[src/rtl/index_decoder_32.sv]
// index_decoder_32
//   32-entry mark/unmark bitmap with a registered request stage, one-hot
//   decode of the staged request, a population count and a grouped
//   clear-all sequence.
//
//   Parameters
//     SIGNAL     bitmap value that means "marked"; unmarked is ~SIGNAL.
//
//   Ports
//     clk          sole clock, rising edge
//     rst          synchronous, active-high reset
//     in_valid     request present on in_index / in_set
//     in_ready     request accepted at the edge when in_valid && in_ready
//     in_index     entry to update (0..31)
//     in_set       1 = mark entry, 0 = unmark entry
//     clear_all    single-cycle pulse: unmark every entry
//     bitmap       registered entry states (unpacked [31:0])
//     onehot       registered one-hot decode of the staged request
//     count        registered number of marked entries (0..32)
//     all_marked   count == 32
//     none_marked  count == 0
//     busy         FSM not IDLE
//     clear_done   one-cycle pulse when a clear_all sequence completes
//     err          sticky flag for redundant mark/unmark operations
//
//   Build option
//     INDEX_DECODER_ERR_CHECK_EN  when defined, err is implemented and is
//                                 cleared by rst or clear completion; when
//                                 undefined, err is tied low.
module index_decoder_32 #(
   parameter bit SIGNAL = 1'b1
) (
   input  logic        clk,
   input  logic        rst,
   input  logic        in_valid,
   output logic        in_ready,
   input  logic [4:0]  in_index,
   input  logic        in_set,
   input  logic        clear_all,
   output logic        bitmap [31:0],
   output logic [31:0] onehot,
   output logic [5:0]  count,
   output logic        all_marked,
   output logic        none_marked,
   output logic        busy,
   output logic        clear_done,
   output logic        err
);

   localparam logic MARK   = SIGNAL;
   localparam logic UNMARK = ~SIGNAL;

   typedef enum logic [1:0] {IDLE, DRAIN, CLEAR} state_e;

   state_e      state_q, state_d;
   logic [1:0]  grp_q, grp_d;
   logic        stg_valid_q, stg_valid_d;
   logic [4:0]  stg_idx_q, stg_idx_d;
   logic        stg_set_q, stg_set_d;
   logic [31:0] onehot_q, onehot_d;
   logic        bitmap_q [31:0];
   logic        bitmap_d [31:0];
   logic [5:0]  count_q, count_d;
   logic        clear_done_q, clear_done_d;
   logic        accept;
   logic        redundant;
   logic        clear_last;
   logic [3:0]  grp_marked;
   logic [4:0]  gidx;

   assign in_ready   = (state_q == IDLE) && !clear_all;
   assign accept     = in_valid && in_ready;
   assign clear_last = (state_q == CLEAR) && (grp_q == 2'd3);

   always_comb begin
      state_d      = state_q;
      grp_d        = grp_q;
      stg_valid_d  = accept;
      stg_idx_d    = stg_idx_q;
      stg_set_d    = stg_set_q;
      onehot_d     = '0;
      bitmap_d     = bitmap_q;
      count_d      = count_q;
      clear_done_d = 1'b0;
      redundant    = 1'b0;
      grp_marked   = '0;
      gidx         = '0;

      if (accept) begin
         stg_idx_d = in_index;
         stg_set_d = in_set;
         onehot_d  = 32'd1 << in_index;
      end

      // Apply the staged request. It reads the registered bitmap, so a
      // back-to-back request to the same index sees the previous result.
      if (stg_valid_q) begin
         if (stg_set_q) begin
            if (bitmap_q[stg_idx_q] == MARK) begin
               redundant = 1'b1;
            end else begin
               bitmap_d[stg_idx_q] = MARK;
               if (count_q != 6'd32) count_d = count_q + 6'd1;
            end
         end else begin
            if (bitmap_q[stg_idx_q] == UNMARK) begin
               redundant = 1'b1;
            end else begin
               bitmap_d[stg_idx_q] = UNMARK;
               if (count_q != 6'd0) count_d = count_q - 6'd1;
            end
         end
      end

      case (state_q)
         IDLE: begin
            if (clear_all) state_d = DRAIN;
         end
         DRAIN: begin
            state_d = CLEAR;
            grp_d   = '0;
         end
         CLEAR: begin
            // The stage register is always empty here (in_ready is low
            // from DRAIN onward), so the group clear owns bitmap/count.
            for (int unsigned i = 0; i < 8; i++) begin
               gidx = {grp_q, 3'(i)};
               if (bitmap_q[gidx] == MARK) begin
                  grp_marked     = grp_marked + 4'd1;
                  bitmap_d[gidx] = UNMARK;
               end
            end
            count_d = (count_q > {2'b00, grp_marked}) ?
                      count_q - {2'b00, grp_marked} : '0;
            grp_d   = grp_q + 2'd1;
            if (grp_q == 2'd3) begin
               state_d      = IDLE;
               clear_done_d = 1'b1;
            end
         end
         default: state_d = IDLE;
      endcase
   end

   always_ff @(posedge clk) begin
      if (rst) begin
         state_q      <= IDLE;
         grp_q        <= '0;
         stg_valid_q  <= 1'b0;
         stg_idx_q    <= '0;
         stg_set_q    <= 1'b0;
         onehot_q     <= '0;
         count_q      <= '0;
         clear_done_q <= 1'b0;
         for (int unsigned i = 0; i < 32; i++) bitmap_q[i] <= UNMARK;
      end else begin
         state_q      <= state_d;
         grp_q        <= grp_d;
         stg_valid_q  <= stg_valid_d;
         stg_idx_q    <= stg_idx_d;
         stg_set_q    <= stg_set_d;
         onehot_q     <= onehot_d;
         count_q      <= count_d;
         clear_done_q <= clear_done_d;
         bitmap_q     <= bitmap_d;
      end
   end

`ifdef INDEX_DECODER_ERR_CHECK_EN
   logic err_q;

   always_ff @(posedge clk) begin
      if (rst)             err_q <= 1'b0;
      else if (clear_last) err_q <= 1'b0;
      else if (redundant)  err_q <= 1'b1;
   end

   assign err = err_q;
`else
   logic unused_redundant;
   assign unused_redundant = redundant ^ clear_last;
   assign err = 1'b0;
`endif

   assign bitmap      = bitmap_q;
   assign onehot      = onehot_q;
   assign count       = count_q;
   assign all_marked  = (count_q == 6'd32);
   assign none_marked = (count_q == 6'd0);
   assign busy        = (state_q != IDLE);
   assign clear_done  = clear_done_q;

endmodule

[config.mk]
export PLATFORM = sky130hd
export DESIGN_NAME = index_decoder_32
export DESIGN_NICKNAME = d
export VERILOG_FILES = /design/src/rtl/index_decoder_32.sv
export SDC_FILE = /design/constraint.sdc
export NUM_CORES = 1
export LEC_CHECK = 0
export CAP_MARGIN = 10
export CORE_MARGIN = 2
export CORE_UTILIZATION = 40
export CTS_CLUSTER_SIZE = 24
export DETAILED_ROUTE_END_ITERATION = 8
export SKIP_LAST_GASP = 1
export SYNTH_ARGS = -nofsm -noshare
export SYNTH_HDL_FRONTEND = slang
export SYNTH_SLANG_ARGS = --single-unit
[constraint.sdc]
create_clock -name clk -period 11.2 [get_ports clk]
set_input_delay 2.8 -clock clk [delete_from_list [all_inputs] [get_ports clk]]
set_output_delay 2.8 -clock clk [all_outputs]
set_load 0.03 [all_outputs]
==> impl_results.md, run 1 <==
- Lkg Pwr: roughly 2.1 nW
- Commonest non-fill, non-tap cell in the layout: clkdlybuf4s50_1
- Synth Cell Area: 4660 um2
- Worst-case clock buffer depth: 2
- Ys flop type: dfxtp_1
- Hold buffers post-CTS: 0
- CP required: 8.40 ns
- Largest delay share family, worst path: buffers and inverters
- Syn Area/Cell: ~9.0 um2
- Post-CTS sizing: 0
- Run status: completed
- Final core utilization: 0.513
- Final Cycle Share: 0.646
- Num CTS Buffers: 9
- Final nets: 626
- Final Slew Violations: 0
- Slowest-stage cell, CP: clkdlybuf4s50_1
- Final setup viols: 0
- Avg WL per Cell: 18.3 um
- IO Port Bufs: 84
- Post-Route WL: 13.4 mm
- Placer Congestion: 0.899
- Pre-CTS WS: around 4.0 ns
- Core ar.: approximately 11000 um2
- Hold Fails Final Rpt: 0
- Via count: 4135
- Yosys top cell by area: dfxtp_1
- Crit Path Max Fanout: 9
- Initial antenna violation count: 0
- Most used cell, CP: clkdlybuf4s50_1
- WP data arrival: ~4.4 ns
- Synth cell types: 59
- Setup Skew: 0.00867 ns
- Setup CP Type: in2out
- Most frequent cells in the layout: 84 x clkdlybuf4s50_1, 82 x dfxtp_1, 77 x a21oi_1
- Crit path largest cell delay: a little under 0.8 ns
- Height of the chip: about 110 um
- Synthesized Nets: ~560
- CTS tree: built
- Drt drc: 0
- TritonCTS Sinks: slightly above 80
- Cells after Synth: 521
- Post-synth top area share: 0.352
- Slew at the pin with the worst max-slew slack: 1.03 ns
- Hold WC Path Type: reg2reg
- N_diodes: 0
- Dpl hpwl: 10.0 mm
- Vias per std cell: 5.62
- Die Area: ~13000 um2
- EDFF count, synth: 0
- Crit path buffers/inverters: 2
- TritonRoute pass-1 iters: 5
- Synth Register Bits: 82
- Synth area leaders: dfxtp_1 35%, a21oi_1 8.3%, mux4_2 7.2%, ha_1 6.7%, nor2_1 5.3%
- Register area share after synthesis: 0.352
- I/O pin total: 86
- Maxcap violations: 0
- GRT Total Usage: 0.219
- VDD IR max: 0.102 mV
- Crit path cell chain: clkdlybuf4s50_1 -> nor2_1 -> clkdlybuf4s50_1
- PwrDens: 138 nW/um2
- Global route overflow: 0
- RSZ-0062 raised after global routing: no
- Largest net degree at the start of global routing: 53
- Number of global-route vias before repair: 4051
- Setup bufs post-CTS: 0
- Row count: 39
- Type of destination of the critical path: primary output
- Max Freq: about 0.14 GHz
- Clock-pin slew on the worst setup and hold paths: ~0.060 ns
- Initial Util: 0.409
- Layout cells sized above 1: 0.0793
- First-pass GRT wire length: ~22 mm
- Root buffer cell: clkbuf_16
- H-Tree Depth: 3
- Die Span X: approximately 110 um
- Worst setup margin: 3.97 ns
- Rel. slew slack: 0.311
- Final setup TNS: 0 ns
- Final Critical Period: 7.23 ns
- Worst setup SP type: input pin
- DR iter-0 viols: 298
- Syn. warnings: 0
- Clock insertion delay at the later pin of the skew report: 0.35 ns
- Asr flop ratio synth: 0
- Area delta synth->final: 25.6%
- Antenna-violating nets left: 0
- Worst hold margin: 0.502 ns
==> cell families after synthesis <==
kind of cell	after synthesis	synth area share
and+or+nand+nor	169	0.176
AOI/OAI and AO/OA	140	0.185
DFF	82	0.352
buffers and inverters	50	0.0456
muxes	31	0.114
adders and majority gates	27	0.0756
xor gates and xnor gates	21	0.0507
other	1	0.000804
==> worst paths after layout <==
kind | end | start | cells after the start | slack [ns]
max | in_ready | clear_all | 3 | 3.97
min reg2reg | stg_idx_q[3]$_SDFFE_PP0P_ | stg_idx_q[3]$_SDFFE_PP0P_ | 2 | 0.50
max reg2reg | count[5]$_SDFFE_PP0P_ | grp_q[0]$_SDFFE_PP0P_ | 25 | 4.61
min | stg_idx_q[3]$_SDFFE_PP0P_ | stg_idx_q[3]$_SDFFE_PP0P_ | 2 | 0.50
==> cell usage after synthesis, drive strengths merged (5+ instances only) <==
| master | count |
|---|---|
| a2111oi | 5 |
| a211o | 16 |
| a211oi | 5 |
| a21oi | 77 |
| and2 | 7 |
| buf | 11 |
| clkbuf | 17 |
| dfxtp | 82 |
| ha | 25 |
| inv | 21 |
| mux2 | 5 |
| mux2i | 10 |
| mux4 | 16 |
| nand2 | 28 |
| nand2b | 14 |
| nand3 | 13 |
| nor2 | 66 |
| nor2b | 8 |
| nor3 | 15 |
| nor3b | 5 |
| o21ai | 16 |
| xnor2 | 15 |
==> tightest hold or removal path: cells and delay by family, from the launching register on <==
family	cells	cell delay, ns
flip-flops	1	0.34
AND/OR/NAND/NOR	1	0.06
AO/OA/AOI/OAI	1	0.05
==> stage by stage <==
step / total power [mW] / std cells / cell area (um2)
2_1_floorplan: 0.461 / 521 / 4660
3_3_place_gp: 0.512 / 721 / 5560
3_5_place_dp: 0.516 / 721 / 5560
4_1_cts: 0.811 / 736 / 5860
5_1_grt: 0.845 / 736 / 5860
6_report: 0.807 / 736 / 5860
==> power by group <==
group / leakage [nW] / total [mW] / switching, mW / internal (mW)
Clock: 0.146 / 0.298 / 0.120 / 0.178
Combinational: 1.29 / 0.187 / 0.106 / 0.0813
Sequential: 0.662 / 0.322 / 0.0210 / 0.301
==> routing by layer <==
layer | vias to the layer above | global-route usage | share of wire
met5 | - | 0 | 0
met4 | 0 | 0.0593 | 0.021
met3 | 20 | 0.0528 | 0.069
met2 | 131 | 0.347 | 0.47
met1 | 1989 | 0.299 | 0.44
li1 | 1995 | - | -
==> cell type report <==
type	instances	area, um2
sequential	82	1640
clock inverter	4	52.6
fill	1112	5560
timing repair buffer	85	848
tap	143	179
clock buffer	11	243
multi-input combinational	389	2810
inverter	22	82.6
==> state kept, by name, summed over array words and instances (netlist names) <==
name,flops
stg_idx_q,5
onehot,32
state_q,2
grp_q,2
stg_valid_q,1
clear_done,1
bitmap,32
stg_set_q,1
count,6
(Power assumes the default switching activity.)
==> inputs of run 2 (changes only) <==
PLACE_DENSITY = 0.66   (was default)
clock period = 5.9 ns   (was 11.2 ns; I/O delays follow)
==> run 2 against run 1 <==
- routed wire length increased by 1.6%
- via count increased by 3.3%
- sequential cell count unchanged
- largest cell class unchanged
- first-iteration DRC count increased by 22%
- die area unchanged
- clock power increased by 93%
- final cell count increased by 1.5%
- critical path depth increased by 21
- register-to-register slack got worse by 4.3 ns
- final area increased by 1.8%
==> impl_results.md, run 2 (synthesis results as in run 1) <==
- Run status: completed (unchanged)
- R2R Path Start: grp_q[0]$_SDFFE_PP0P_ (unchanged)
- Commonest non-fill, non-tap cell in the layout: clkdlybuf4s50_1 (unchanged)
- Most frequent cells in the layout: 84 x clkdlybuf4s50_1, 81 x dfxtp_1, 77 x a21oi_1 (was 84 x clkdlybuf4s50_1, 82 x dfxtp_1, 77 x a21oi_1)
- Post-DP Area: 5620 um2 (was 5560 um2)
- Hold buffers post-CTS: 0 (unchanged)
- Register-to-Register Setup Slack: 0.30 ns (was 4.61 ns)
- Clock-pin slew on the worst setup and hold paths: 0.07 ns (was 0.06 ns)
- DR iter-0 viols: 365 (was 298)
- Clock insertion delay at the later pin of the skew report: 0.34 ns (was 0.35 ns)
- Die Area: 12500 um2 (unchanged)
- Area delta synth->final: 27.9% (was 25.6%)
- Clock Power Share: 0.370 (was 0.369)
- Worst-case clock buffer depth: 2 (unchanged)
- Root buffer cell: clkbuf_16 (unchanged)
- Min-delay src: stg_idx_q[3]$_SDFFE_PP0P_ (unchanged)
- Pre-CTS WS: 0.0133 ns (was 3.95 ns)
- First-pass GRT wire length: 21.8 mm (was 21.7 mm)
- IO Port Bufs: 84 (unchanged)
- Final Critical Period: roughly 5.6 ns
- Worst setup margin: 0.300 ns (was 3.97 ns)
- Via count: 4271 (was 4135)
- Maxcap violations: 0 (unchanged)
- Height of the chip: 112 um (unchanged)
- Initial antenna violation count: 0 (unchanged)
- Sw Share: 0.309 (was 0.306)
- Post-Route WL: 13.7 mm (was 13.4 mm)
- Crit Path Max Fanout: 5 (was 9)
- GRT Total Usage: 0.218 (was 0.219)
- Final setup viols: 0 (unchanged)
- Comb pwr share: 0.237 (was 0.232)
- Dpl hpwl: 10.3 mm (was 10.0 mm)
- CTS tree: built (unchanged)
- Max Freq: 0.179 GHz
- VDD IR max: 0.233 mV (was 0.102 mV)
- Drt drc: 0 (unchanged)
- Core ar.: 11400 um2 (unchanged)
- Row count: 39 (unchanged)
- Final Slew Violations: 0 (unchanged)
- Int Power: 1.07 mW (was 561 uW)
- Lkg Pwr: 2.15 nW (was 2.10 nW)
- Slew at the pin with the worst max-slew slack: 1.08 ns (was 1.03 ns)
- P_sw: 480 uW (was 247 uW)
- Die Span X: 112 um (unchanged)
- Num CTS Buffers: 9 (unchanged)
- Hold path depth: 2 (unchanged)
- Layout cells sized above 1: 0.106 (was 0.0793)
- Worst setup SP type: flop (was input pin)
- CP required: 6.13 ns (was 8.40 ns)
- Power share of the sequential group: 0.393 (was 0.399)
- Hold Fails Final Rpt: 0 (unchanged)
- Hold WC Path Type: reg2reg (unchanged)
- Final nets: 636 (was 626)
- Largest net degree at the start of global routing: 53 (unchanged)
- TritonCTS Sinks: 82 (unchanged)
- I/O pin total: 86 (unchanged)
- Worst reg-to-reg path cell count: 24 (was 25)
- Worst hold endpoint: stg_idx_q[3]$_SDFFE_PP0P_ (unchanged)
- Global route overflow: 0 (unchanged)
- Initial Util: 0.409 (unchanged)
- N_diodes: 0 (unchanged)
- Antenna-violating nets left: 0 (unchanged)
- Setup CP Type: reg2reg (was in2out)
- Number of global-route vias before repair: 4032 (was 4051)
- TritonRoute pass-1 iters: 5 (unchanged)
- Reg2reg end: count[5]$_SDFFE_PP0P_ (unchanged)
- Placer Congestion: 0.951 (was 0.899)
- H-Tree Depth: 3 (unchanged)
- PwrDens: 260 nW/um2 (was 138 nW/um2)
- Avg WL per Cell: 18.3 um (about the same)
- Rel. slew slack: 0.275 (was 0.311)
- Vias per std cell: 5.72 (was 5.62)
- Setup Skew: 0.00903 ns (was 0.00867 ns)
- Type of destination of the critical path: flop (was primary output)
- Final instance area: 5960 um2 (was 5860 um2)
- Final Cycle Share: 0.949
- WP data arrival: 5.83 ns (was 4.43 ns)
## run 2: how the worst max path moves through the flow
stage	startpoint	end	slack, ns	cells past startpoint
CTS	grp_q[0]$_SDFFE_PP0P_	count[5]$_SDFFE_PP0P_	0.10	24
finish	grp_q[0]$_SDFFE_PP0P_	count[5]$_SDFFE_PP0P_	0.30	24
global placement	grp_q[0]$_SDFFE_PP0P_	count[5]$_SDFFE_PP0P_	0.25	23
floorplan	grp_q[0]$_SDFFE_PP0P_	count[5]$_SDFFE_PP0P_	0.30	24
global route	grp_q[0]$_SDFFE_PP0P_	count[5]$_SDFFE_PP0P_	-0.02	24
detailed placement	grp_q[0]$_SDFFE_PP0P_	count[5]$_SDFFE_PP0P_	0.01	24
## run 2: repair_timing
| action | 4_1_cts | 5_1_grt |
|---|---|---|
| setup endpoints to repair | 1 | 5 |
| pin swaps | 1 | 3 |
| setup buffers | 1 | 1 |
| gates resized for setup | 0 | 8 |
## run 2: power by group through the flow
stage               Sequential (mW)  Clock [mW]  Combinational (mW)
floorplan                     0.622           0               0.254
global placement              0.621           0               0.354
detailed placement            0.622           0               0.362
CTS                           0.609       0.583               0.365
global route                  0.615       0.605               0.406
finish                        0.611       0.574               0.368
## run 2: critical path, stage by stage, from the launching register on
cell	delay [ns]
dfxtp_4	0.37
mux4_2	0.54
inv_1	0.11
ha_1	0.32
xnor2_2	0.18
inv_1	0.06
ha_1	0.30
nand2_1	0.07
o311a_1	0.16
o21bai_2	0.21
xnor2_1	0.13
mux2_2	0.27
ha_1	0.29
mux2_2	0.29
ha_1	0.31
mux2i_2	0.18
inv_1	0.09
fa_1	0.43
nor2b_2	0.15
o21ai_1	0.10
a21oi_1	0.18
o31ai_2	0.12
nor3b_2	0.23
a221oi_1	0.07
a2111oi_1	0.34
## run 2: metal layers
| metal | track usage | wire, um | part of all wire |
|---|---|---|---|
| met1 | 0.301 | 5780 | 0.42 |
| met2 | 0.342 | 6400 | 0.47 |
| met3 | 0.0474 | 1220 | 0.089 |
| met4 | 0.0732 | 259 | 0.019 |
| met5 | 0 | 0 | 0 |
## run 2: metrics by stage
stage                     hold slack [ns]  setup TNS (ns)   util  power [mW]  std cells
after floorplan                     0.462               0      -       0.876        521
after global placement              0.496               0  0.492       0.975        729
after detailed placement            0.496               0  0.492       0.984        729
after CTS                           0.504               0  0.520        1.56        746
after global routing                0.544         -0.0233  0.522        1.62        747
final                               0.503               0  0.522        1.55        747
## run 2: cell type report
| class | instances | area, um2 |
|---|---|---|
| clock buffer | 11 | 243 |
| sequential | 82 | 1650 |
| clock inverter | 5 | 61.3 |
| inverter | 22 | 82.6 |
| timing repair buffer | 95 | 923 |
| tap | 143 | 179 |
| fill | 1055 | 5450 |
| multi-input combinational | 389 | 2830 |
==> inputs of run 3 (changes only) <==
CTS_CLUSTER_SIZE = default   (was 24)
==> results of run 3 <==
Final layout, timing and power as in run 2 (identical DEF).
